### src/rtl/combination_lock_pkg.sv
// Shared types for the combination-lock sweeper: digit width, digit type
// and the sweeper state encoding.
package combination_lock_pkg;

    localparam int DIGIT_W = 4;

    typedef logic [DIGIT_W-1:0] digit_t;

    typedef enum logic [2:0] {
        ST_IDLE  = 3'd0,
        ST_DRIVE = 3'd1,
        ST_CHECK = 3'd2,
        ST_DONE  = 3'd3,
        ST_FAIL  = 3'd4
    } sweep_state_t;

endpackage

### src/rtl/sweep_settle_timer.sv
// Settle timer for the dial sweeper. Loaded with SETTLE_CYCLES-1 when a new
// guess is presented, counts down while the sweeper sits in DRIVE and
// reports expiry when it reaches zero.
module sweep_settle_timer #(
    parameter int SETTLE_CYCLES = 1
) (
    input  logic clk,
    input  logic reset_n,
    input  logic i_load,
    input  logic i_run,
    output logic o_expired
);

    localparam int CW = (SETTLE_CYCLES > 1) ? $clog2(SETTLE_CYCLES) : 1;
    localparam logic [CW-1:0] LOAD_VAL = CW'(SETTLE_CYCLES - 1);

    logic [CW-1:0] r_count;

    // Down-counter: reload on every new guess, stop at zero
    always_ff @(posedge clk) begin
        if (!reset_n) begin
            r_count <= '0;
        end else if (i_load) begin
            r_count <= LOAD_VAL;
        end else if (i_run && (r_count != '0)) begin
            r_count <= r_count - 1'b1;
        end
    end

    assign o_expired = (r_count == '0);

endmodule

### src/rtl/combination_dial_sweeper.sv
// Combination dial sweeper. Walks each digit position from 0 up to DIGIT_MAX,
// freezing a position as soon as its comparator flags a match, and reports
// the recovered combination with done, or fail if a position never matches.
// Handshake: start/abort are single-cycle pulses sampled on the rising edge;
// start is honoured only in IDLE/DONE/FAIL, abort in every state and wins
// over a simultaneous start. busy is high exactly in DRIVE and CHECK.
// Optional macro SWEEP_ATTEMPT_CNT_EN adds a saturating 16-bit attempt_count.
module combination_dial_sweeper
    import combination_lock_pkg::*;
#(
    parameter int  NUM_DIGITS    = 4,
    parameter int  DIGIT_MAX     = 9,
    parameter int  SETTLE_CYCLES = 1,
    localparam int IDX_W         = (NUM_DIGITS > 1) ? $clog2(NUM_DIGITS) : 1
) (
    input  logic                          clk,
    input  logic                          reset_n,
    input  logic                          start,
    input  logic                          abort,
    input  logic [NUM_DIGITS-1:0]         digit_found_flag,
    output logic [DIGIT_W*NUM_DIGITS-1:0] guess_bus,
    output logic [IDX_W-1:0]              digit_idx,
    output logic                          busy,
    output logic                          done,
    output logic                          fail,
    output sweep_state_t                  dbg_state
`ifdef SWEEP_ATTEMPT_CNT_EN
    ,
    output logic [15:0]                   attempt_count
`endif
);

    localparam logic [IDX_W-1:0] LAST_IDX  = IDX_W'(NUM_DIGITS - 1);
    localparam digit_t           GUESS_MAX = digit_t'(DIGIT_MAX);

    sweep_state_t                  r_state;
    sweep_state_t                  w_next_state;
    logic [DIGIT_W*NUM_DIGITS-1:0] r_guess_bus;
    logic [IDX_W-1:0]              r_digit_idx;
    digit_t                        w_cur_guess;
    logic                          w_cur_flag;
    logic                          w_clear;
    logic                          w_inc_guess;
    logic                          w_advance;
    logic                          w_timer_load;
    logic                          w_timer_run;
    logic                          w_expired;

    // Select the guess and the found flag of the position being swept
    always_comb begin
        w_cur_guess = '0;
        w_cur_flag  = 1'b0;
        for (int i = 0; i < NUM_DIGITS; i++) begin
            if (r_digit_idx == IDX_W'(i)) begin
                w_cur_guess = r_guess_bus[i*DIGIT_W +: DIGIT_W];
                w_cur_flag  = digit_found_flag[i];
            end
        end
    end

    assign w_timer_run = (r_state == ST_DRIVE);

    sweep_settle_timer #(
        .SETTLE_CYCLES(SETTLE_CYCLES)
    ) u_settle_timer (
        .clk      (clk),
        .reset_n  (reset_n),
        .i_load   (w_timer_load),
        .i_run    (w_timer_run),
        .o_expired(w_expired)
    );

    // State register
    always_ff @(posedge clk) begin
        if (!reset_n) begin
            r_state <= ST_IDLE;
        end else begin
            r_state <= w_next_state;
        end
    end

    // Next-state and datapath control decode
    always_comb begin
        w_next_state = r_state;
        w_clear      = 1'b0;
        w_inc_guess  = 1'b0;
        w_advance    = 1'b0;
        w_timer_load = 1'b0;
        if (abort) begin
            w_next_state = ST_IDLE;
            w_clear      = 1'b1;
        end else begin
            case (r_state)
                ST_IDLE, ST_DONE, ST_FAIL: begin
                    if (start) begin
                        w_next_state = ST_DRIVE;
                        w_clear      = 1'b1;
                        w_timer_load = 1'b1;
                    end
                end
                ST_DRIVE: begin
                    if (w_expired) begin
                        w_next_state = ST_CHECK;
                    end
                end
                ST_CHECK: begin
                    if (w_cur_flag) begin
                        if (r_digit_idx == LAST_IDX) begin
                            w_next_state = ST_DONE;
                        end else begin
                            // Next slice is still 0 since it was never visited
                            w_advance    = 1'b1;
                            w_timer_load = 1'b1;
                            w_next_state = ST_DRIVE;
                        end
                    end else if (w_cur_guess < GUESS_MAX) begin
                        w_inc_guess  = 1'b1;
                        w_timer_load = 1'b1;
                        w_next_state = ST_DRIVE;
                    end else begin
                        w_next_state = ST_FAIL;
                    end
                end
                default: begin
                    w_next_state = ST_IDLE;
                end
            endcase
        end
    end

    // Guess slices and position index
    always_ff @(posedge clk) begin
        if (!reset_n) begin
            r_guess_bus <= '0;
            r_digit_idx <= '0;
        end else if (w_clear) begin
            r_guess_bus <= '0;
            r_digit_idx <= '0;
        end else if (w_inc_guess) begin
            for (int i = 0; i < NUM_DIGITS; i++) begin
                if (r_digit_idx == IDX_W'(i)) begin
                    r_guess_bus[i*DIGIT_W +: DIGIT_W] <= w_cur_guess + 1'b1;
                end
            end
        end else if (w_advance) begin
            r_digit_idx <= r_digit_idx + 1'b1;
        end
    end

`ifdef SWEEP_ATTEMPT_CNT_EN
    logic [15:0] r_attempt_count;

    // Count CHECK cycles of the current sweep, saturating at all-ones
    always_ff @(posedge clk) begin
        if (!reset_n) begin
            r_attempt_count <= '0;
        end else if (w_clear) begin
            r_attempt_count <= '0;
        end else if ((r_state == ST_CHECK) && (r_attempt_count != 16'hFFFF)) begin
            r_attempt_count <= r_attempt_count + 16'd1;
        end
    end

    assign attempt_count = r_attempt_count;
`endif

    assign guess_bus = r_guess_bus;
    assign digit_idx = r_digit_idx;
    assign busy      = (r_state == ST_DRIVE) || (r_state == ST_CHECK);
    assign done      = (r_state == ST_DONE);
    assign fail      = (r_state == ST_FAIL);
    assign dbg_state = r_state;

endmodule
### config.mk
export PLATFORM = sky130hd
export DESIGN_NAME = combination_dial_sweeper
export DESIGN_NICKNAME = d
export VERILOG_FILES = /design/src/rtl/combination_lock_pkg.sv /design/src/rtl/sweep_settle_timer.sv /design/src/rtl/combination_dial_sweeper.sv
export SDC_FILE = /design/constraint.sdc
export NUM_CORES = 1
export LEC_CHECK = 0
export CAP_MARGIN = 30
export CORE_AREA = 2 2 54 56
export CTS_CLUSTER_DIAMETER = 120
export CTS_CLUSTER_SIZE = 8
export DETAILED_ROUTE_END_ITERATION = 10
export DIE_AREA = 0 0 56 58
export PLACE_DENSITY = 0.8
export RECOVER_POWER = 25
export SYNTH_ARGS = -nofsm -noshare
export SYNTH_HDL_FRONTEND = slang
export SYNTH_SLANG_ARGS = --single-unit
### constraint.sdc
create_clock -name clk -period 3.45 [get_ports clk]
set_clock_uncertainty 0.05 [all_clocks]
set_input_delay 0.345 -clock clk [delete_from_list [all_inputs] [get_ports clk]]
set_output_delay 0.345 -clock clk [all_outputs]
set_load 0.05 [all_outputs]
==> results_tabular.tex <==
\begin{tabular}{lr}
\hline
Metric & Value \\
\hline
\multicolumn{2}{l}{\textbf{Clock network}} \\
Number of buffers inserted during clock tree synthesis & 3 \\
Clock tree sinks & 22 \\
Max clock buf depth & 2 \\
Clock latency on the worst-skew pair & 0.31 ns \\
CTS clk-pin slew, worst paths & 0.13 ns \\
Number of buffers inserted for hold repair after clock tree synthesis & 0 \\
Clk root buf & sky130\_fd\_sc\_hd\_\_clkbuf\_4 \\
Setup bufs post-CTS & 0 \\
Number of levels the H-tree was split into & 1 \\
TritonCTS clock tree & done \\
CTS-repair resized insts & 0 \\
\multicolumn{2}{l}{\textbf{Synth}} \\
Count of yosys warnings during synthesis & 0 \\
Mean area per synthesized cell & 8.42 um2 \\
Primary flip-flop cell chosen by synthesis mapping & sky130\_fd\_sc\_hd\_\_dfxtp\_1 \\
Post-Synthesis Net Count & 173 \\
Share of flip-flops with an asynchronous set or reset after synthesis & 0\% \\
Post-synth EDFFs & 0 \\
Netlist area before placement & 0.00134 mm2 \\
Fraction of post-synthesis cell area in the top cell type by area & 32.9\% \\
Post-synthesis register bit count & 22 \\
Cell types with the highest counts after synthesis & sky130\_fd\_sc\_hd\_\_dfxtp\_1 (22), sky130\_fd\_sc\_hd\_\_nand2\_1 (10), sky130\_fd\_sc\_hd\_\_nor2\_1 (10), sky130\_fd\_sc\_hd\_\_o211ai\_1 (10), sky130\_fd\_sc\_hd\_\_a21oi\_1 (9) \\
Leading area contributor after synthesis & sky130\_fd\_sc\_hd\_\_dfxtp\_1 \\
Most area-consuming cells after synthesis & sky130\_fd\_sc\_hd\_\_dfxtp\_1 (33\%), sky130\_fd\_sc\_hd\_\_ha\_1 (5.6\%), sky130\_fd\_sc\_hd\_\_o211ai\_1 (5.6\%), sky130\_fd\_sc\_hd\_\_a21oi\_1 (3.4\%), sky130\_fd\_sc\_hd\_\_mux2i\_1 (3.0\%) \\
Count of unique library cells instantiated by Yosys & 42 \\
Sequential area share after synthesis & 32.9\% \\
Synthesized instance count & 159 \\
Most common cell in the synthesized netlist & sky130\_fd\_sc\_hd\_\_dfxtp\_1 \\
\multicolumn{2}{l}{\textbf{Worst setup path}} \\
Setup Crit Path Kind & reg -> reg \\
Startpoint type of the worst setup path & flip-flop \\
Required arrival time at the worst endpoint & 3.62 ns \\
Arrival time at the worst endpoint & 3.23 ns \\
Critical-path maximum fanout & 17 \\
Nature of the critical path endpoint & flip-flop \\
\multicolumn{2}{l}{\textbf{Drt}} \\
Per-cell routed wire length & 15.8 um \\
Final routed wirelength across all metal layers & 3.40 mm \\
Total number of vias & 1,332 \\
Final antenna-violating net count & 0 \\
Number of DRC violations after detailed-routing iteration 0 & 29 \\
Number of iterations in the first detailed-routing pass & 4 \\
Vias per std cell & 6.17 \\
Post-detailed-route DRC marker count & 0 \\
\multicolumn{2}{l}{\textbf{GRT}} \\
Pin count of the biggest net entering global routing & 18 \\
Vias in the first global route & 1,196 \\
Wire length of the first global-routing pass & 5.59 mm \\
Total global-route track usage & 21.8\% \\
Initial antenna violation count & 0 \\
Total grt overflow & 0 \\
\multicolumn{2}{l}{\textbf{Finish}} \\
Layout Utilization & 63.8\% \\
Layout overhead on the synthesized area & 26.9\% \\
Area of all sequential standard cells & 440 um2 \\
Diodes inserted & 0 \\
Net total in the final layout & 200 \\
Final cell count without fillers & 216 \\
Fill cells & 234 \\
Fraction of layout cells with a size suffix above 1 & 6.49\% \\
Area occupied by multi-input gates & 831 um2 \\
\multicolumn{2}{l}{\textbf{STA}} \\
Hold Vio Cnt, Final & 0 \\
Final number of max-transition violations & 0 \\
RSZ-0062 raised after global routing & false \\
Transition at the pin with the smallest max-transition slack & 0.578 ns \\
Worst slew margin & 61.5\% \\
Highest clock rate & 327 MHz \\
Final critical-path required period & 3.05 ns \\
Final TNS setup & 0 ns \\
Number of setup violations in the final report & 0 \\
Share of the clock period used by the worst path after layout & 88.5\% \\
\multicolumn{2}{l}{\textbf{Floorplanning}} \\
Placeable core area & 0.00266 mm2 \\
Die height & 58 um \\
Initial cell density of the core & 50.3\% \\
Total I/O pin count & 32 \\
Number of rows in the core area & 19 \\
Full die area & 0.00325 mm2 \\
Horizontal die dimension & 56 um \\
\multicolumn{2}{l}{\textbf{Power}} \\
Power per Cell Area & 293 mW/mm2 \\
Leakage & 0.000579 uW \\
Worst-case vdd ir drop & 0.303 mV \\
\multicolumn{2}{l}{\textbf{Placed design}} \\
Total instance count after detailed placement & 212 \\
Routability-driven placement congestion ratio & 0.827 \\
HPWL Detailed & 2.52 mm \\
Number of port buffers & 31 \\
\multicolumn{2}{l}{\textbf{Worst hold path}} \\
Kind of path behind the tightest hold check & reg -> reg \\
\multicolumn{2}{l}{\textbf{Job}} \\
Max-Cap Viols & 0 \\
\multicolumn{2}{l}{\textbf{Outcome}} \\
Result of the run & complete, no violations \\
\hline
\end{tabular}
worst paths after layout:
kind / startpoint / cells past startpoint / slack, ns / endpoint
setup / recovery: digit_idx[0] / 8 / 0.40 / dbg_state[0]
hold / removal: u_settle_timer.r_count / 2 / 0.43 / u_settle_timer.r_count
setup reg to reg: digit_idx[0] / 8 / 0.40 / dbg_state[0]
hold reg to reg: u_settle_timer.r_count / 2 / 0.43 / u_settle_timer.r_count
cells by family (layout without fill, tap and decap cells):
kind of cell	Yosys count	count (layout)	share of synthesized area, %
mux	4	4	2.99
flops	22	22	32.9
simple gates	56	56	24.7
compound gates	51	51	26.2
fa+ha+maj	6	6	5.61
xor+xnor	4	4	2.62
buf+inv	16	42	5.05
state kept, by name (all words and copies together) (netlist names):
| signal | count |
|---|---|
| digit_idx | 2 |
| dbg_state | 3 |
| u_settle_timer.r_count | 1 |
| guess_bus | 16 |
power by group:
part	internal, uW	switching [uW]	total [uW]
sequential	255	2.78	258
clock	117	85.5	203
combinational	15.9	21.2	37.1
critical path, cell delays in order (launching register included):
cell and delay, ns:
sky130_fd_sc_hd__dfxtp_1 0.43, sky130_fd_sc_hd__ha_1 0.52, sky130_fd_sc_hd__a211oi_1 0.13, sky130_fd_sc_hd__a211oi_1 0.49, sky130_fd_sc_hd__inv_1 0.12, sky130_fd_sc_hd__ha_1 0.24
sky130_fd_sc_hd__a2bb2oi_2 0.48, sky130_fd_sc_hd__a21boi_1 0.14, sky130_fd_sc_hd__o311a_1 0.35
cell type report:
class	count	share of cell area, %
inverters	7	1.55
flip-flops and latches	22	25.9
well taps	31	2.28
clock inverters	1	1.77
repair buffers	31	18.3
clock buffers	3	1.33
multi-input cells	121	48.9
per-layer routing:
metal	share of wire, %	routed length (um)	up-vias	track usage (%)
met2	54	1840	49	40.5
met5	0	0	-	0
li1	-	-	639	-
met3	4.7	159	8	3.13
met1	39	1330	636	25.6
met4	2.1	71	0	7.48
stage by stage:
step                area (um2)  hold slack (ns)  setup slack, ns  total power, uW
floorplan                 1340            0.387            0.725              284
global placement          1650            0.420            0.770              299
detailed placement        1650            0.410            0.564              300
CTS                       1700            0.428            0.404              498
global route              1700            0.438            0.157              513
finish                    1700            0.426            0.396              498
placed cells by master (no fill, tap or decap), types with 3 or more instances in the layout:
master	n
sky130_fd_sc_hd__nand2_1	10
sky130_fd_sc_hd__mux2i_1	4
sky130_fd_sc_hd__nand3b_1	5
sky130_fd_sc_hd__nor3b_1	3
sky130_fd_sc_hd__o21ai_0	5
sky130_fd_sc_hd__a211oi_1	5
sky130_fd_sc_hd__a21oi_1	9
sky130_fd_sc_hd__xnor2_1	4
sky130_fd_sc_hd__clkdlybuf4s50_1	21
sky130_fd_sc_hd__nor3_1	3
sky130_fd_sc_hd__or2_1	3
sky130_fd_sc_hd__dlygate4sd3_1	10
sky130_fd_sc_hd__o21ai_1	7
sky130_fd_sc_hd__inv_1	7
sky130_fd_sc_hd__o211ai_1	10
sky130_fd_sc_hd__clkbuf_4	3
sky130_fd_sc_hd__nand3_1	4
sky130_fd_sc_hd__nor2b_1	4
sky130_fd_sc_hd__dfxtp_1	22
sky130_fd_sc_hd__ha_1	6
sky130_fd_sc_hd__o31ai_1	3
sky130_fd_sc_hd__nor2_1	10
Power figures use the tool's default switching activity.
